===== src/rtl/mem_pkg.sv =====
// Shared constants and encodings for the system RAM arbiter.
package mem_pkg;

  localparam int MEM_AW = 20;
  localparam int MEM_DW = 8;

  typedef enum logic [1:0] {
    IDLE = 2'd0,
    ADDR = 2'd1,
    WAIT = 2'd2,
    DONE = 2'd3
  } state_t;

  localparam logic OWN_CPU = 1'b0;
  localparam logic OWN_VID = 1'b1;

endpackage


===== src/rtl/arb_pick2.sv =====
// Two-way grant picker: fixed video priority or round-robin against the last grant.
module arb_pick2
  import mem_pkg::*;
#(
  parameter int VID_PRIORITY = 0
) (
  input  logic cpu_elig,
  input  logic vid_elig,
  input  logic last_grant,
  output logic valid,
  output logic owner
);

  always_comb begin
    valid = cpu_elig | vid_elig;
    owner = OWN_CPU;
    if (cpu_elig && vid_elig) begin
      if (VID_PRIORITY != 0) begin
        owner = OWN_VID;
      end else begin
        // Round-robin: the port that did not win last time goes now.
        owner = (last_grant == OWN_CPU) ? OWN_VID : OWN_CPU;
      end
    end else if (vid_elig) begin
      owner = OWN_VID;
    end
  end

endmodule


===== src/rtl/mem_arbiter.sv =====
// Arbitrates the single-port system RAM between the CPU and the read-only video fetch port.
//   state | meaning
//   IDLE  | no access in flight; arbitrate and register the winner's address
//   ADDR  | RAM samples address (and write data when writing)
//   WAIT  | count down remaining RAM read latency
//   DONE  | owner's ack high for one cycle; arbitrate again for back-to-back
module mem_arbiter
  import mem_pkg::*;
#(
  parameter int AW           = MEM_AW,
  parameter int DW           = MEM_DW,
  parameter int MEM_LATENCY  = 1,
  parameter int VID_PRIORITY = 0
) (
  input  logic          clock,
  input  logic          reset_n,
  input  logic          cpu_req,
  input  logic [AW-1:0] cpu_address,
  input  logic [DW-1:0] cpu_o_data,
  input  logic          cpu_we,
  output logic [DW-1:0] cpu_i_data,
  output logic          cpu_ack,
  input  logic          vid_req,
  input  logic [AW-1:0] vid_address,
  output logic [DW-1:0] vid_i_data,
  output logic          vid_ack,
  output logic [AW-1:0] mem_address,
  output logic [DW-1:0] mem_o_data,
  output logic          mem_we,
  input  logic [DW-1:0] mem_i_data
);

  localparam logic [2:0] LAT_INIT = 3'(MEM_LATENCY - 1);

  state_t     state;
  logic       owner_q;
  logic       wr_q;
  logic       last_grant;
  logic [2:0] lat_cnt;

  logic cpu_elig;
  logic vid_elig;
  logic pick_valid;
  logic pick_owner;

  // A port in its ack cycle is still holding req; it must not be re-granted.
  assign cpu_elig = cpu_req & ~cpu_ack;
  assign vid_elig = vid_req & ~vid_ack;

  arb_pick2 #(
    .VID_PRIORITY(VID_PRIORITY)
  ) u_pick (
    .cpu_elig  (cpu_elig),
    .vid_elig  (vid_elig),
    .last_grant(last_grant),
    .valid     (pick_valid),
    .owner     (pick_owner)
  );

  always_ff @(posedge clock or negedge reset_n) begin
    if (!reset_n) begin
      state       <= IDLE;
      owner_q     <= OWN_CPU;
      wr_q        <= 1'b0;
      last_grant  <= OWN_VID;
      lat_cnt     <= '0;
      mem_address <= '0;
      mem_o_data  <= '0;
      mem_we      <= 1'b0;
      cpu_ack     <= 1'b0;
      vid_ack     <= 1'b0;
      cpu_i_data  <= '0;
      vid_i_data  <= '0;
    end else begin
      case (state)
        IDLE, DONE: begin
          cpu_ack <= 1'b0;
          vid_ack <= 1'b0;
          mem_we  <= 1'b0;
          if (pick_valid) begin
            state      <= ADDR;
            owner_q    <= pick_owner;
            last_grant <= pick_owner;
            lat_cnt    <= LAT_INIT;
            if (pick_owner == OWN_CPU) begin
              mem_address <= cpu_address;
              mem_o_data  <= cpu_o_data;
              mem_we      <= cpu_we;
              wr_q        <= cpu_we;
            end else begin
              mem_address <= vid_address;
              wr_q        <= 1'b0;
            end
          end else begin
            state <= IDLE;
          end
        end

        ADDR: begin
          mem_we <= 1'b0;
          state  <= WAIT;
        end

        WAIT: begin
          if (lat_cnt != 3'd0) begin
            lat_cnt <= lat_cnt - 3'd1;
          end else begin
            state <= DONE;
            if (owner_q == OWN_CPU) begin
              cpu_ack <= 1'b1;
              if (!wr_q) cpu_i_data <= mem_i_data;
            end else begin
              vid_ack    <= 1'b1;
              vid_i_data <= mem_i_data;
            end
          end
        end

        default: state <= IDLE;
      endcase
    end
  end

endmodule


===== config.mk =====
export PLATFORM = sky130hd
export DESIGN_NAME = mem_arbiter
export DESIGN_NICKNAME = d
export VERILOG_FILES = /design/src/rtl/mem_pkg.sv /design/src/rtl/arb_pick2.sv /design/src/rtl/mem_arbiter.sv
export SDC_FILE = /design/constraint.sdc
export NUM_CORES = 1
export LEC_CHECK = 0
export ABC_AREA = 1
export CAP_MARGIN = 0
export CORE_ASPECT_RATIO = 0.6
export CORE_MARGIN = 2
export CORE_UTILIZATION = 33
export CTS_BUF_LIST = sky130_fd_sc_hd__clkbuf_8
export DETAILED_ROUTE_END_ITERATION = 16
export PLACE_DENSITY = 0.66
export SLEW_MARGIN = 25
export SYNTH_ARGS = -nofsm -noshare
export SYNTH_HDL_FRONTEND = slang
export SYNTH_HIERARCHICAL = 1
export SYNTH_SLANG_ARGS = --single-unit

===== constraint.sdc =====
create_clock -name clock -period 1.75 [get_ports clock]
set_input_delay 0.175 -clock clock [delete_from_list [all_inputs] [get_ports clock]]
set_output_delay 0.175 -clock clock [all_outputs]
set_load 0.02 [all_outputs]

# Word level (Yosys, flattened, before mapping)
# Cells that the tools add are included.
totals:
  reg_bits: 55
  latch_bits: 0
  mem_bits_rw: 0
  romBits: 0
  input_bits: 61
  out_inout_bits: 47
  wordCells: 62
  mem_count: 0
op_classes:
  add_sub_neg: 1
  n_mul: 0
  div: 0
  magnitude_cmp: 0
  n_eq_ne: 8
  n_shift: 0
  muxes: 19
  bitwise_logic: 9
  reduce_logical: 13
op_table:
  columns: ["op", "n"]
  rows:
  - ["20-bit 2-to-1 mux", 1]
  - ["3-bit AND reduction", 5]
  - ["1-bit 2-to-1 mux", 10]
  - ["2-bit != test, second input constant", 5]
  - ["3-bit 2-to-1 mux", 2]
  - ["1-bit NOT", 6]
  - ["1-bit one-hot mux with 2 select lines", 3]
  - ["2-bit one-hot mux with 3 select lines", 1]
  - ["3-bit one-hot mux with 2 select lines", 1]
  - ["2-bit equality test, second input constant", 2]
  - ["4-bit AND reduction", 1]
  - ["2-bit nonzero test", 2]
  - ["3-bit nonzero test", 1]
  - ["3-bit by 1-bit subtractor with 3-bit output, second input constant", 1]
  - ["1-bit AND", 2]
  - ["2-bit by 1-bit equality test with 1-bit output, second input constant", 1]
  - ["2-bit logical NOT", 1]
  - ["2-bit 2-to-1 mux", 1]
  - ["2-bit AND reduction", 1]
  - ["2-bit OR reduction", 1]
  - ["1-bit logical AND", 1]
  - ["1-bit OR", 1]

# Depth between registers and ports, before layout
# Gate-level depths: netlist of the first run.
depth:
  word_depth: 7
  mapped_depth: 9
  depth_no_buf: 8

# Modules after synthesis
# Netlist of the first run, hierarchy kept.
modules_own_cells:
  columns: ["module", "instances", "cells_each", "area_per_inst_um2", "seq_area_each_um2"]
  rows:
  - ["mem_arbiter", 1, 286, 2418.6, 1377.6]
  - ["arb_pick2", 1, 3, 15.0, 0.0]

# Worst setup path after synthesis of the first run
# OpenSTA, ideal clock, no wires.
synth_timing:
  kind: "register to register"
  startpoint: "reg vid_ack"
  endpoint: "reg mem_address[10]"
  setup_time_ns: 0.069
  arrival_ns: 1.381
  required_ns: 1.681
  slack_ns: 0.300
  path_stages_with_launch: 9
  n_path_buf: 1
  period_less_slack_ns: 1.450
  cell_sequence: "dfrtp_1 > nor2_1 > inv_1 > a21oi_1 > inv_1 > nor2_2 > buf_2 > nand2_1 > nand3_1"
synth_via:
  elab_chain_cells: 5
  word_cells_on_any_way: 8
  classes_between: "mux: 3; bitwise: 3; reduce/logical: 2"
synth_lines:
  columns: ["element", "line_no", "rtl"]
  rows:
  - ["from (decl)", "mem_arbiter.sv:26", "output logic vid_ack,"]
  - ["from (signal assigned)", "mem_arbiter.sv:71", "vid_ack <= 1'b0;"]
  - ["from (signal assigned)", "mem_arbiter.sv:78", "vid_ack <= 1'b0;"]
  - ["from (signal assigned)", "mem_arbiter.sv:113", "vid_ack <= 1'b1;"]
  - ["1-bit NOT (*)", "mem_arbiter.sv:48", "assign vid_elig = vid_req & ~vid_ack;"]
  - ["1-bit AND (*)", "mem_arbiter.sv:48", null]
  - ["net vid_elig", "mem_arbiter.sv:42", "logic vid_elig;"]
  - ["1-bit 2-to-1 mux / 1-bit logical AND (equally long branches)", "arb_pick2.sv:24, arb_pick2.sv:17", null]
  - ["1-bit 2-to-1 mux (*)", "arb_pick2.sv:17", "if (cpu_elig && vid_elig) begin"]
  - ["net pick_owner", "mem_arbiter.sv:44", "logic pick_owner;"]
  - ["20-bit 2-to-1 mux (*)", "mem_arbiter.sv:85", "if (pick_owner == OWN_CPU) begin"]
  - ["to (signal assigned)", "mem_arbiter.sv:86", "mem_address <= cpu_address;"]
  - ["to (signal assigned)", "mem_arbiter.sv:91", "mem_address <= vid_address;"]
  - ["to (decl)", "mem_arbiter.sv:27", "output logic [AW-1:0] mem_address,"]
# The timed path passes the listed nets; every way through them passes the cells marked *.
# A chain may end at the register's enable or synchronous reset.

# Worst setup path in the final report of the first run
layout_timing:
  startpoint: "reg state[0]"
  endpoint: "reg mem_o_data[3]"
layout_via:
  elab_chain_cells: 3
  word_cells_on_any_way: 4
  classes_between: "eq/ne: 1; reduce/logical: 3"
layout_lines:
  columns: ["element", "line_no", "rtl"]
  rows:
  - ["from (decl)", "mem_arbiter.sv:35", "state_t state;"]
  - ["from (signal assigned)", "mem_arbiter.sv:62", "state <= IDLE;"]
  - ["from (signal assigned)", "mem_arbiter.sv:81", "state <= ADDR;"]
  - ["from (signal assigned)", "mem_arbiter.sv:95", "state <= IDLE;"]
  - ["2-bit equality test / 2-bit logical NOT (equally long branches)", "mem_arbiter.sv:75", "case (state)"]
  - ["2-bit OR reduction (*)", "mem_arbiter.sv:75", null]
  - ["3-bit AND reduction (no line) (*)", null, null]
  - ["to (signal assigned)", "mem_arbiter.sv:87", "mem_o_data <= cpu_o_data;"]
  - ["to (decl)", "mem_arbiter.sv:28", "output logic [DW-1:0] mem_o_data,"]
# Mark *: on every way between the ends. The rest lies on a longest branch, timed or not.

==> impl_metrics.ini, run 1 <==
[global_route]
met1_usage_pct = 23.6
overflow = 0
grt_pass1_vias = 2062
grt_use_met3_pct = 6.08
use_met2_pct = 21.0
grt_pass1_wl_um = 9960
grt_usage_pct = 15.5
grt_start_max_net_pins = 56
antenna_found_initial = 0
grt_busiest_layer = met1

[timing]
tightest_slew_ns = 0.296
timing.hold.ws_ns = 0.378
finalCritPeriodShare_pct = 87.8
drv_slew = 0
fin_crit_ns = 1.54
max_freq_mhz = 651
setup-tns-final_ns = 0
skew_ns = 0.00575
timing.final.ws_setup_ns = 0.213
relSlewSlack_pct = 80.3
hold_violations = 0
rsz0062_at_grt = false
setup_viol = 0

[die]
fp-row-count = 24
die_area_mm2 = 0.00810
fp.dieW_um = 115
core-area_mm2 = 0.00721
die_h_um = 70.5
start_util_pct = 33.8
ios = 108

[clocking]
clk_latency_ns = 0.30
post-cts-setup-buffers = 0
cts-htree-levels = 2
path_clk_slew_ns = 0.10
cts.repair.resized = 0
cts_buffer_depth = 2
cts_made_buffers = 5
hold_buffers = 1
clock-sinks = 55
cts_tree = done
clk_root_buffer_cell = clkbuf_8

[synth]
synth_cell_types = 20
synthesis.area_mm2 = 0.00243
synthCells = 289
avgSynthCellArea_um2 = 8.42
yosys.area.top_type = dfrtp_1
ys_seq_area_share_pct = 56.6
syn_nets = 355
synth_top_cell_area_share_pct = 55.5
ys_warn_count = 6
yosys-top-cells-area = dfrtp_1 (56%), nand2_1 (23%), nand3_1 (7.0%), ha_1 (2.6%), inv_1 (2.5%)
ys_ff_latch = 55

[placed_design]
post-place-ws_ns = 0.0340
placed_cells = 486
port_buffers = 107
place_congestion = 0.798
hpwl_um = 4670
postPlaceCellArea_mm2 = 0.00365

[run_status]
status = finished, final reports clean

[detailed_routing]
drt-vias-per-instance = 4.41
antenna_left = 0
drt-wirelength-per-cell_um = 12.5
first_pass_iters = 4
route.detailed.drc = 0
vias = 2182
drt_iter0_drc = 90
wirelength_um = 6180

[power_and_ir_drop]
p_per_area_mw_per_mm2 = 1880
vdd_drop_max_v = 0.000707
p_total_mw = 7.10
leakage_nw = 1.82

[critical_path]
crit_path_end_kind = flip-flop
cp_data_arrival_time_ns = 1.74
start_kind = flip-flop
crit_type = flip-flop to flip-flop
cp.required_ns = 1.95
critPathMaxFanout = 8

[final_layout]
area_delta_synth_final_pct = 55.3
drive_gt1_share_pct = 6.19
fill_cells = 677
n_antenna_cell = 0
stdcell_area_mm2 = 0.00378
multiInputGateArea_um2 = 933
fin_util_pct = 52.4
instances_no_fill = 495
nNetsFinal = 469
register_area_mm2 = 0.00138

[worst_hold_path]
holdCritPathClass = input port to asynchronous set/reset pin

[flow_run]
max_cap_violations = 0
-- registers in the layout, summed over array words and instances, names as in the netlist, 2 cells and up --
name,count
mem_address,20
cpu_i_data,8
mem_o_data,8
vid_i_data,8
lat_cnt,3
state,2
-- area by class of cell --
| class | instances | area share [%] |
|---|---|---|
| flip-flops and latches | 55 | 36.4 |
| clock inverters | 3 | 1.26 |
| multi-input cells | 209 | 24.7 |
| inverters | 18 | 1.79 |
| clock buffers | 5 | 1.82 |
| well taps | 91 | 3.01 |
| repair buffers | 114 | 31.0 |
-- worst max-delay path, stage by stage (launching register included) --
cell and delay (ns):
dfrtp_1 0.37, inv_1 0.08, ha_1 0.37, nand2_2 0.13, nor2_4 0.18, inv_1 0.16, nand2_1 0.09, nand2_1 0.05
-- final timing paths --
| kind | start | endpoint | slack [ns] | cells past startpoint |
|---|---|---|---|---|
| max | state[0] | mem_o_data[3] | 0.21 | 7 |
| min | reset_n | vid_i_data[0] | 0.38 | 3 |
| max reg2reg | state[0] | mem_o_data[3] | 0.21 | 7 |
| min reg2reg | lat_cnt[1] | lat_cnt[1] | 0.48 | 2 |
| max in group asynchronous | reset_n | last_grant | 1.06 | 3 |
| min in group clock | cpu_o_data[0] | mem_o_data[0] | 0.40 | 3 |
-- cell families (layout without fill, tap and decap cells) --
group / Yosys count / count (layout) / synth area share (%)
adders and majority gates: 5 / 5 / 2.57
and+or+nand+nor: 198 / 198 / 34.6
AOI/OAI and AO/OA: 6 / 6 / 1.23
buffers and inverters: 25 / 140 / 5.04
DFF: 55 / 55 / 56.6
-- synthesized netlist by cell type (all sizes together) --
cell	number
nor2	13
inv	18
buf	6
ha	5
clkbuf	1
dfstp	1
or2	1
dfrtp	54
nand4	1
nand2	149
a21oi	2
nand3	34
o21ai	4
-- metal layers --
layer	routed length, µm	up-vias
li1	-	1122
met1	3180	975
met2	2370	83
met3	604	2
met4	19	0
met5	0	-
-- report_power, final --
part / internal [mW] / switching (mW) / total (mW) / leakage, nW
Combinational: 1.76 / 2.19 / 3.95 / 1.08
Clock: 0.434 / 0.430 / 0.865 / 0.0587
Sequential: 1.90 / 0.387 / 2.29 / 0.681
Total: 4.10 / 3.01 / 7.10 / 1.82
-- placed cells by master, fill, tap and decap left out, types with 2 or more instances in the layout --
cell and instances:
nand2_1 147, nor2_4 3, inv_2 2, o21ai_0 4, nor2_1 9, nand3_1 34, ha_1 5, a21oi_1 2
buf_12 4, clkbuf_8 5, clkdlybuf4s50_1 106, dfrtp_1 54, inv_1 16, buf_4 2
No activity file was read; power rests on OpenSTA's default activity.
==> run 2: changes to the inputs <==
- ABC_AREA: 1 -> unset
- PLACE_DENSITY: 0.66 -> 0.65
==> run 2 against run 1 <==
Compared with the run above:
- via count shrank 16%
- final area grew 3.1%
- die area grew 1.7%
- sequential power is essentially flat
- clock power shrank 4.6%
- setup slack lost 0.11 ns
- critical endpoint is now mem_o_data[7]
- first-iteration DRC count shrank 28%
==> impl_metrics.ini, run 2 <==
[timing]
fin_crit_ns = 1.65
setup-tns-final_ns = 0
relSlewSlack_pct = 62.2
tightest_slew_ns = 0.567
rsz0062_at_grt = false
max_freq_mhz = 607
finalCritPeriodShare_pct = 94.1
hold_violations = 0
drv_slew = 0
setup_viol = 0
skew_ns = 0.0107

[placed_design]
hpwl_um = 4400
place_congestion = 0.755
port_buffers = 107

[final_layout]
drive_gt1_share_pct = 10.2
final_common_cell = clkdlybuf4s50_1
largest_reg_flops = 20
n_antenna_cell = 0
fin_util_pct = 53.6
area_delta_synth_final_pct = 57.4
layout_common_cells = clkdlybuf4s50_1 (106), dfrtp_1 (54), nor2_1 (21), mux2i_1 (21), a21oi_1 (20)
nNetsFinal = 380
regMostFlops = mem_address

[critical_path]
crit_type = flip-flop to flip-flop
cp-startpoint = state[0]
crit_path_end = mem_o_data[7]
crit_path_end_kind = flip-flop
r2r_end = mem_o_data[7]
critPathMaxFanout = 10
cp.required_ns = 1.94
rr_startpoint = state[0]
cp_data_arrival_time_ns = 1.84
reg2reg_slack_ns = 0.10
r2r_cells = 6
start_kind = flip-flop

[global_route]
overflow = 0
antenna_found_initial = 0
grt_start_max_net_pins = 35
grt_pass1_vias = 1778
grt_pass1_wl_um = 9020
grt_usage_pct = 14.3

[synth]
synthArstFlopShare_pct = 100
yosys.cell_count.top_type = dfrtp_1
ys_ff_latch = 55
synth_top_flop_cell = dfrtp_1
synthesis.area_mm2 = 0.00248
syn_nets = 264
synth_common_cells = dfrtp_1 (54), mux2i_1 (21), nor2_1 (21), a21oi_1 (20), mux2_1 (16)
ys_seq_area_share_pct = 55.6
ys_warn_count = 6
synth_cell_types = 34
yosys.area.top_type = dfrtp_1
synthCells = 198
yosys-top-cells-area = dfrtp_1 (55%), mux2i_1 (8.5%), mux2_1 (7.3%), mux2_4 (4.9%), a21oi_1 (4.0%)
avgSynthCellArea_um2 = 12.5
synth_edf_count = 0
synth_top_cell_area_share_pct = 54.6

[die]
core-area_mm2 = 0.00727
fp-row-count = 24
start_util_pct = 34.1
ios = 108
fp.dieW_um = 116
die_h_um = 71.1
die_area_mm2 = 0.00823

[clocking]
clock-sinks = 55
cts_made_buffers = 5
cts_buffer_depth = 2
path_clk_slew_ns = 0.10
post-cts-setup-buffers = 0
cts_tree = done
clk_latency_ns = 0.30
clk_root_buffer_cell = clkbuf_8
cts-htree-levels = 2

[detailed_routing]
vias = 1832
route.detailed.drc = 0
antenna_left = 0
drt_iter0_drc = 65
drt-vias-per-instance = 4.37
first_pass_iters = 4
wirelength_um = 5810
drt-wirelength-per-cell_um = 13.9

[worst_hold_path]
holdCritPathClass = input port to asynchronous set/reset pin

[power_and_ir_drop]
vdd_drop_max_v = 0.000785
leakage_nw = 1.65
p_per_area_mw_per_mm2 = 1930

[flow_run]
max_cap_violations = 0

[run_status]
status = finished, final reports clean
[run 2: logic make-up (layout without fill, tap and decap cells)]
kind of cell    after synthesis  in the layout  share of synthesized area (%)
compound gates               35             35                           8.54
fa+ha+maj                     5              5                           2.53
buf+inv                      17            134                           3.39
flops                        55             55                           55.6
mux                          45             45                           20.6
simple gates                 41             41                           9.30
[run 2: area by class of cell]
cell class / count / area (µm²)
clock buffer: 5 / 68.8
clock inverter: 3 / 42.5
timing repair buffer: 119 / 1230
multi-input combinational: 126 / 1030
sequential: 55 / 1380
tap: 104 / 130
fill: 656 / 3370
inverter: 7 / 26.3
[run 2: through the flow]
stage	total power, mW	std cells	setup slack [ns]	instance area (µm²)	hold slack (ns)
finish	7.51	419	0.104	3900	0.401
global route	8.00	419	0.0121	3900	0.456
CTS	7.49	418	0.107	3870	0.420
detailed placement	6.63	409	-0.0585	3750	0.211
global placement	6.55	409	-0.0602	3750	0.207
floorplan	4.76	198	0.0337	2480	-0.121
[run 2: worst min-delay path by stage]
| stage | from | to | slack (ns) | depth (start not counted) |
|---|---|---|---|---|
| floorplan | reset_n | cpu_ack | -0.12 | 0 |
| detailed placement | reset_n | lat_cnt[1] | 0.21 | 1 |
| global route | reset_n | mem_address[0] | 0.46 | 2 |
| finish | reset_n | mem_address[0] | 0.40 | 2 |
| global placement | reset_n | lat_cnt[1] | 0.21 | 1 |
| CTS | reset_n | mem_address[15] | 0.42 | 2 |
[run 2: repair_timing]
action	in CTS	in global routing
setup endpoints to repair	0	5
hold buffers	1	0
endpoints found under the hold margin	21	0
resized for setup	0	0
[run 2: layer usage]
| layer | wire [µm] | up-vias | GRT usage [%] | share of wire (%) |
|---|---|---|---|---|
| met3 | 478 | 5 | 5.23 | 8.2 |
| met2 | 2380 | 62 | 19.5 | 41 |
| met5 | 0 | - | 0 | 0 |
| li1 | - | 921 | - | - |
| met1 | 2910 | 844 | 21.2 | 50 |
| met4 | 42 | 0 | 3.97 | 0.72 |
[run 2: critical path: stages, from the launching register on]
cell and delay, ns:
dfrtp_1 0.39, inv_1 0.07, ha_1 0.34, and2_1 0.17, nand2b_1 0.12, buf_12 0.15, mux2_4 0.30
[run 2: where the power goes]
group | internal, mW | switching [mW] | total, mW
Combinational | 2.24 | 2.14 | 4.38
Sequential | 1.93 | 0.373 | 2.30
Clock | 0.427 | 0.398 | 0.825
==> run 3: changes to the inputs <==
- ABC_CLOCK_PERIOD_IN_PS: unset -> 1750
- SKIP_LAST_GASP: unset -> 1
==> results of run 3 <==
No change in the layout: final DEF, timing and power equal those of run 2.
